File: src/rtl/reg_file_pkg.sv
`default_nettype none
// ============================================================================
// Module   : reg_file_pkg
// Brief    : Shared defaults, register index type and popcount for reg_file_sb
// Revision : 1.0 - initial release
// ============================================================================
package reg_file_pkg;

  localparam int DEFAULT_DATA_W = 32;
  localparam int DEFAULT_ADDR_W = 5;

  typedef logic [DEFAULT_ADDR_W-1:0] reg_idx_t;

  localparam reg_idx_t ZERO_IDX = '0;

  // The population count covers register files up to 2**8 entries.
  localparam int POP_MAX_ADDR_W = 8;
  localparam int POP_MAX_W      = 2**POP_MAX_ADDR_W;

  function automatic logic [POP_MAX_ADDR_W:0] popcount(input logic [POP_MAX_W-1:0] vec);
    logic [POP_MAX_ADDR_W:0] n;
    n = '0;
    for (int k = 0; k < POP_MAX_W; k++) begin
      n = n + (POP_MAX_ADDR_W+1)'(vec[k]);
    end
    return n;
  endfunction

endpackage
`default_nettype wire

File: src/rtl/reg_file_scoreboard.sv
`default_nettype none
// ============================================================================
// Module   : reg_file_scoreboard
// Brief    : Per-register pending-write bits, priority update and pending count
// Revision : 1.0 - initial release
// ============================================================================
module reg_file_scoreboard
  import reg_file_pkg::*;
#(
  parameter int ADDR_W   = DEFAULT_ADDR_W,
  parameter int NUM_RD   = 2,
  parameter int ZERO_REG = 1
) (
  input  logic                     i_clk,
  input  logic                     i_rst,
  input  logic                     i_issue,
  input  logic [ADDR_W-1:0]        i_issue_addr,
  input  logic                     i_flush,
  input  logic                     i_write,
  input  logic [ADDR_W-1:0]        i_write_addr,
  input  logic [NUM_RD*ADDR_W-1:0] i_rd_addr,
  output logic [(2**ADDR_W)-1:0]   o_pending,
  output logic [NUM_RD-1:0]        o_busy,
  output logic [ADDR_W:0]          o_pending_cnt
);

  localparam int DEPTH = 2**ADDR_W;

  logic [DEPTH-1:0] r_pend;
  logic [DEPTH-1:0] w_p_next;
  logic [ADDR_W:0]  r_cnt;

  // A new producer outranks a flush, which outranks the retiring write.
  always_comb begin
    w_p_next = r_pend;
    for (int a = 0; a < DEPTH; a++) begin
      if (i_issue && (i_issue_addr == ADDR_W'(a)) && !((ZERO_REG != 0) && (a == 0))) begin
        w_p_next[a] = 1'b1;
      end else if (i_flush) begin
        w_p_next[a] = 1'b0;
      end else if (i_write && (i_write_addr == ADDR_W'(a))) begin
        w_p_next[a] = 1'b0;
      end
    end
  end

  always_ff @(posedge i_clk) begin
    if (i_rst) begin
      r_pend <= '0;
      r_cnt  <= '0;
    end else begin
      r_pend <= w_p_next;
      r_cnt  <= (ADDR_W+1)'(popcount(POP_MAX_W'(w_p_next)));
    end
  end

  for (genvar i = 0; i < NUM_RD; i++) begin : g_busy
    assign o_busy[i] = r_pend[i_rd_addr[i*ADDR_W +: ADDR_W]];
  end

  assign o_pending     = r_pend;
  assign o_pending_cnt = r_cnt;

endmodule
`default_nettype wire

File: src/rtl/reg_file_sb.sv
`default_nettype none
// ============================================================================
// Module   : reg_file_sb
// Brief    : Parametrised multi-read register file with pending-write scoreboard.
//            Define REG_FILE_WRITE_BYPASS_EN to forward writeback data to reads.
// Revision : 1.0 - initial release
// ============================================================================
module reg_file_sb
  import reg_file_pkg::*;
#(
  parameter int DATA_W   = DEFAULT_DATA_W,
  parameter int ADDR_W   = DEFAULT_ADDR_W,
  parameter int NUM_RD   = 2,
  parameter int ZERO_REG = 1
) (
  input  logic                     CLK,
  input  logic                     RESET,
  input  logic                     WRITE,
  input  logic [ADDR_W-1:0]        INADDRESS,
  input  logic [DATA_W-1:0]        IN,
  input  logic [NUM_RD*ADDR_W-1:0] RD_ADDR,
  output logic [NUM_RD*DATA_W-1:0] RD_DATA,
  output logic [NUM_RD-1:0]        RD_BUSY,
  input  logic                     ISSUE,
  input  logic [ADDR_W-1:0]        ISSUE_ADDR,
  input  logic                     FLUSH,
  output logic [ADDR_W:0]          PENDING_CNT
);

  localparam int DEPTH = 2**ADDR_W;

  logic [DATA_W-1:0] r_regs [DEPTH];
  logic [DEPTH-1:0]  w_pending;
  logic [NUM_RD-1:0] w_sb_busy;
  logic              w_unused_pending;
  logic              w_wr_zero;

  assign w_wr_zero = (ZERO_REG != 0) && (INADDRESS == ADDR_W'(ZERO_IDX));

  always_ff @(posedge CLK) begin
    if (RESET) begin
      for (int a = 0; a < DEPTH; a++) begin
        r_regs[a] <= '0;
      end
    end else if (WRITE && !w_wr_zero) begin
      r_regs[INADDRESS] <= IN;
    end
  end

  reg_file_scoreboard #(
    .ADDR_W   (ADDR_W),
    .NUM_RD   (NUM_RD),
    .ZERO_REG (ZERO_REG)
  ) u_sb (
    .i_clk         (CLK),
    .i_rst         (RESET),
    .i_issue       (ISSUE),
    .i_issue_addr  (ISSUE_ADDR),
    .i_flush       (FLUSH),
    .i_write       (WRITE),
    .i_write_addr  (INADDRESS),
    .i_rd_addr     (RD_ADDR),
    .o_pending     (w_pending),
    .o_busy        (w_sb_busy),
    .o_pending_cnt (PENDING_CNT)
  );

  assign w_unused_pending = ^w_pending;

  for (genvar i = 0; i < NUM_RD; i++) begin : g_rd
    logic [ADDR_W-1:0] w_addr;
    logic              w_zero;
    assign w_addr = RD_ADDR[i*ADDR_W +: ADDR_W];
    assign w_zero = (ZERO_REG != 0) && (w_addr == ADDR_W'(ZERO_IDX));
`ifdef REG_FILE_WRITE_BYPASS_EN
    logic w_hit;
    assign w_hit = WRITE && (w_addr == INADDRESS) && !w_zero;
    assign RD_DATA[i*DATA_W +: DATA_W] = w_zero ? '0 : (w_hit ? IN : r_regs[w_addr]);
    assign RD_BUSY[i] = w_sb_busy[i] & ~w_hit;
`else
    assign RD_DATA[i*DATA_W +: DATA_W] = w_zero ? '0 : r_regs[w_addr];
    assign RD_BUSY[i] = w_sb_busy[i];
`endif
  end

endmodule
`default_nettype wire
File: config.mk
export PLATFORM = sky130hd
export DESIGN_NAME = reg_file_sb
export DESIGN_NICKNAME = d
export VERILOG_FILES = /design/src/rtl/reg_file_pkg.sv /design/src/rtl/reg_file_scoreboard.sv /design/src/rtl/reg_file_sb.sv
export SDC_FILE = /design/constraint.sdc
export NUM_CORES = 2
export LEC_CHECK = 0
export BUFFER_PORTS_ARGS = -buffer_cell sky130_fd_sc_hd__buf_2
export CAP_MARGIN = 20
export CORE_MARGIN = 2
export CORE_UTILIZATION = 57
export CTS_CLUSTER_DIAMETER = 200
export DETAILED_ROUTE_END_ITERATION = 8
export GPL_TIMING_DRIVEN = 0
export PLACE_DENSITY = 0.81
export SLEW_MARGIN = 20
export SYNTH_ARGS = -nofsm -noshare
export SYNTH_HDL_FRONTEND = slang
export SYNTH_SLANG_ARGS = --single-unit
File: constraint.sdc
create_clock -name CLK -period 7.1 [get_ports CLK]
set_clock_uncertainty 0.2 [all_clocks]
set_input_delay 1.42 -clock CLK [delete_from_list [all_inputs] [get_ports CLK]]
set_output_delay 1.42 -clock CLK [all_outputs]
set_load 0.01 [all_outputs]
Word level (Yosys, flattened, before mapping)
Memory sizes are Yosys's and may differ from the RTL's.
Cells that the tools add are included.
{ "word_totals": {"memories": 1, "wordCells": 276, "out_inout_bits": 72, "ramBits": 1024, "inputBits": 57, "reg_bits": 38} }
{ "memory_table": {"columns": ["name", "depth", "word_bits", "read_ports", "rd_ports_with_merged_regs", "write_ports", "line_no", "source"], "rows": [
  ["r_regs", 32, 32, 2, 0, 32, "reg_file_sb.sv:32", "logic [DATA_W-1:0] r_regs [DEPTH];"]
]} }
{ "classes": {"magnitude_cmp": 2, "reduce_logical": 69, "n_addsub": 31, "eq_ne": 62, "mux": 109} }
{ "ops": {"columns": ["op", "count"], "rows": [
  ["6-bit by 1-bit adder with 6-bit output", 30],
  ["5-bit == test, second input constant", 32],
  ["1-bit 2-to-1 mux", 103],
  ["32-bit 2-to-1 mux", 3],
  ["5-bit by 4-bit == test with 1-bit output, second input constant", 16],
  ["1-bit logical AND", 64],
  ["5-bit by 3-bit == test with 1-bit output, second input constant", 8],
  ["32-bit OR reduction", 1],
  ["5-bit by 2-bit == test with 1-bit output, second input constant", 4],
  ["5-bit zero test", 3],
  ["5-bit by 6-bit less-than comparator with 1-bit output, second input constant", 2],
  ["1-bit binary-select mux with 5-bit select", 2],
  ["5-bit by 1-bit == test with 1-bit output, second input constant", 2],
  ["5-bit 2-to-1 mux", 1],
  ["1-bit by 1-bit adder with 2-bit output", 1],
  ["1-bit zero test", 1]
]} }

Logic depth before layout (Yosys ltp)
{ "depth": {"ltp_word": 36, "depth_mapped": 22, "ltp_nobuf": 21} }

By module
From an unflattened synthesis, not the netlist that was laid out.
{ "hier_totals": {"cells_unflattened": 3846, "area_unflattened_um2": 57242.4} }
{ "modules_own_cells": {"columns": ["mod", "cells_each", "n_inst", "seq_area_each_um2", "area_each_um2"], "rows": [
  ["reg_file_sb", 3502, 1, 30749.5, 54223.3],
  ["reg_file_scoreboard", 344, 1, 760.7, 3019.1]
]} }

Worst setup path after synthesis
OpenSTA, ideal clock, no wires.
{ "synth_timing": {"path_kind": "input-to-reg", "startpoint": "in INADDRESS[2]", "endpoint": "reg u_sb.r_cnt[4] (netlist: u_sb.o_pending_cnt[4])", "path_buffers": 1, "slack_ns": 0.016, "required_ns": 6.772, "t_arrival_ns": 6.757, "path_stages": 19, "setup_time_ns": 0.128, "path_cell_list": "clkbuf_1 -> nor3_1 -> nand2_1 -> a32o_1 -> ha_1 -> inv_1 -> fa_1 -> fa_1 -> fa_1 -> fa_1 -> fa_1 -> inv_1 -> fa_1 -> fa_1 -> fa_1 -> a21o_1 -> a21oi_1 -> xor2_1 -> nor2_1"} }
{ "synth_via": {"elab_chain_len": 36, "elab_cells_between_ends": 190, "classes_between": "add/sub (31); eq/ne (31); mux (95); reduce/logical (33)"} }
{ "synth_rtl": {"columns": ["element", "line_no", "source"], "rows": [
  ["start, declared", "reg_file_sb.sv:19", "input logic [ADDR_W-1:0] INADDRESS,"],
  ["5-bit by 1-bit == test with 1-bit output", "reg_file_scoreboard.sv:41", "end else if (i_write && (i_write_addr == ADDR_W'(a))) begin"],
  ["1-bit logical AND", "reg_file_scoreboard.sv:41", null],
  ["1-bit 2-to-1 mux", "reg_file_scoreboard.sv:41", null],
  ["1-bit 2-to-1 mux", "reg_file_scoreboard.sv:39", "end else if (i_flush) begin"],
  ["1-bit 2-to-1 mux", "reg_file_scoreboard.sv:37", "if (i_issue && (i_issue_addr == ADDR_W'(a)) && !((ZERO_REG != 0) && (a == 0))) begin"],
  ["named net u_sb.w_p_next[1]", "reg_file_scoreboard.sv:30", "logic [DEPTH-1:0] w_p_next;"],
  ["1-bit by 1-bit adder with 2-bit output", "reg_file_pkg.sv:24", "n = n + (POP_MAX_ADDR_W+1)'(vec[k]);"],
  ["6-bit by 1-bit adder with 6-bit output (30 in a row)", "reg_file_pkg.sv:24", null],
  ["end signal, assigned", "reg_file_scoreboard.sv:53", "r_cnt <= (ADDR_W+1)'(popcount(POP_MAX_W'(w_p_next)));"],
  ["end, declared", "reg_file_scoreboard.sv:31", "logic [ADDR_W:0] r_cnt;"]
]} }
The timed path passes the listed nets, and every way through them passes these cells.
A chain may end at the register's enable or synchronous reset.

Final worst setup path
{ "layout_timing": {"startpoint": "in RD_ADDR[8]", "endpoint": "out RD_DATA[51]"} }
{ "layout_via": {"elab_chain_len": 2, "elab_cells_between_ends": 3, "classes_between": "mux (1); reduce/logical (1); memory (1)"} }
{ "layout_rtl": {"columns": ["element", "line_no", "source"], "rows": [
  ["start, declared", "reg_file_sb.sv:21", "input logic [NUM_RD*ADDR_W-1:0] RD_ADDR,"],
  ["memory read 32 x 32 bit or 5-bit zero test (tied branches)", null, null],
  ["32-bit 2-to-1 mux *", "reg_file_sb.sv:81", "assign RD_DATA[i*DATA_W +: DATA_W] = w_zero ? '0 : r_regs[w_addr];"],
  ["end, declared", "reg_file_sb.sv:22", "output logic [NUM_RD*DATA_W-1:0] RD_DATA,"]
]} }
Every way passes the cells marked *; elsewhere a longest branch is shown, timed or not.

==> impl_metrics.toml <==
[outcome]
outcome = "finished, violations left"
violations = "design-rule violations, negative setup slack"

[drt]
routedWlPerCell_um = 37.8
drc = 3
drt-pass1-iter-count = 9
drt-initial-drc-count = 7671
drt-total-wl_um = 212000
via_per_inst = 7.34
antenna_left = 0
vias = 41200

[cells_and_area]
final_cell_mix = "1024 x edfxtp_1, 1002 x and2_1, 468 x mux4_2"
drive_above_1_share_pct = 23.7
nets = 4310
fin_util_pct = 65.0
instances_no_fill = 5616
area_delta_synth_final_pct = 13.3
final_common_cell = "edfxtp_1"
fin_area_mm2 = 0.0649

[clock_tree]
clk_latency_ns = 0.71
cts_buffers = 108
cts_setup_buffers = 0
hold_buffers = 0
cts_buffer_depth = 3
clockRootBuffer = "clkbuf_16"
h-tree-depth = 3
cts_resized = 8
clk_pin_slew_ns = 0.06
tritoncts = "done"
cts.sinks = 1062

[sta]
slew-limit-headroom_pct = 14.0
setup_tns_ns = -0.169
rsz0062_at_grt = "true"
period_needed_ns = 7.16
worstMarginPinSlew_ns = 1.28
whs_ns = 0.336
post-route-period-util_pct = 101
timing.fmax_ghz = 0.140
hold_viol_final = 0
setup_viol = 4
fin_ws_ns = -0.0617
final_max_slew_viol_count = 0

[floorplanning]
die-area_mm2 = 0.103
die_w_um = 321
start_util_pct = 57.3
io_pins = 129
die_h_um = 321
core_mm2 = 0.0999
fp-row-count = 116

[synth]
ys_seq_elements = 1062
synthSimpleGateAreaFrac_pct = 13.2
synth_compound_gate_area_share_pct = 5.42
synth_top_family_by_area = "multiplexers"
syn_avg_cell_area_um2 = 14.6
synth_edf_count = 1024
synth_area_mm2 = 0.0572
postSynth.asyncResetShare_pct = 0
ys_warn_count = 0
synthAdderAreaFrac_pct = 1.01
synth_xor_area_share_pct = 0.0459
synth_mux_area_share_pct = 22.0
synthCells = 3910
synth-main-ff-cell = "edfxtp_1"
synthDistinctLibCells = 46
yosysSeqAreaShare_pct = 55.1

[critical_path]
critPathArrivalTime_ns = 5.54
cp.required_ns = 5.48
startpoint = "RD_ADDR[8]"
cp-end-kind = "primary output"
r2r-start = "u_sb.o_pending[1]"
cp_max_fo = 10
path_class = "input pin to primary output"
crit_path_start_kind = "input pin"

[global_route]
grt-ovfl-total = 0
grt_pass1_vias = 40100
antenna_found_initial = 20
grt_usage_pct = 41.3
grt_max_degree = 33
grt_pass1_wl_um = 293000

[placed_design]
io_buffer_count = 117
place_congestion = 1.02
dp.cells = 5409
dp_slack_ns = -0.934
hpwl_um = 150000
postPlaceCellArea_mm2 = 0.0613

[power_and_ir_drop]
powerDensity_mw_per_mm2 = 236
vdd_ir_drop_max_v = 0.000220
total_power_mw = 15.3
p_leak_nw = 22.5

[hold_path]
hp-class = "flip-flop to flip-flop"
hp-start = "u_sb.o_pending[29]"

[flow_run]
drv_cap = 0
==> path summary, 6_finish.rpt <==
path / end / slack (ns) / cells past startpoint
worst min register to register: u_sb.o_pending[29] / 0.34 / 2
worst max-delay path: RD_DATA[51] / -0.06 / 8
worst max register to register: u_sb.o_pending_cnt[4] / 1.32 / 16
worst min-delay path: u_sb.o_pending[29] / 0.34 / 2
==> registers in the layout, indices dropped and copies added, names as in the netlist <==
signal and count:
r_regs 1024, u_sb.o_pending 32, u_sb.o_pending_cnt 6
==> Yosys cell counts, types with 2 or more instances <==
cell type  count  area (um2)
a311oi_1      64         561
a22oi_1       64         480
edfxtp_1    1024       30700
a21o_1         2        15.0
nor2b_1       77         482
nand2_1       72         270
xor2_1         2        17.5
nor3b_1        6        45.0
a32o_1         6        60.1
ha_1           8         100
a31oi_1        2        12.5
a211oi_1      64         480
or4_1          2        15.0
buf_1          2        7.51
mux4_2       468       10500
o21ai_1        2        10.0
and3_1         5        31.3
and3b_1        5        43.8
buf_4         20         150
mux2_2        66         743
nand3b_1       4        30.0
nand3_1        7        35.0
inv_1         30         113
and2_1      1002        6270
buf_2         82         410
nor2_1        66         248
a32oi_1       19         166
nor3_1         3        15.0
mux2i_1      128        1280
nand2b_1       5        31.3
fa_1          24         480
a21oi_1        8        40.0
dfxtp_1       38         761
o21ai_0      141         706
a221oi_1      49         429
o2111ai_1     15         131
clkbuf_1     319        1200
==> worst max-delay path: stages <==
cell,delay (ns)
buf_2,0.26
clkbuf_1,0.82
nor2b_1,0.22
clkbuf_1,0.53
clkbuf_1,0.70
a22oi_1,0.51
a311oi_1,0.80
buf_2,0.27
==> layer usage <==
| layer | share of wire (%) | vias up | global-route usage (%) |
|---|---|---|---|
| met4 | 7.6 | 20 | 24.6 |
| li1 | - | 15600 | - |
| met1 | 31 | 20300 | 49.6 |
| met3 | 19 | 1033 | 21.5 |
| met2 | 43 | 4248 | 59.3 |
| met5 | 0.061 | - | 0 |
==> logic make-up (layout without fill, tap and decap cells) <==
family | count (synthesis) | in the layout
buffers and inverters | 453 | 821
multiplexers | 662 | 662
other | 1 | 41
AO/OA/AOI/OAI | 437 | 437
adder cells (fa/ha/maj) | 32 | 32
XOR/XNOR | 3 | 3
flip-flops | 1062 | 1062
AND/OR/NAND/NOR | 1260 | 1260
==> layout make-up <==
| type | instances | area, um2 |
|---|---|---|
| buffer | 421 | 1780 |
| inverter | 30 | 113 |
| clock inverter | 60 | 567 |
| clock buffer | 138 | 2910 |
| sequential | 1062 | 31500 |
| timing repair buffer | 172 | 1960 |
| tap | 1298 | 1620 |
| antenna | 9 | 22.5 |
| multi-input combinational | 2426 | 24400 |
| fill | 6856 | 35000 |
==> where the power goes <==
group	switching, mW	internal, mW	total (mW)
clock	2.55	3.25	5.79
sequential	0.185	7.20	7.39
combinational	1.30	0.808	2.11
Power figures use the tool's default switching activity.
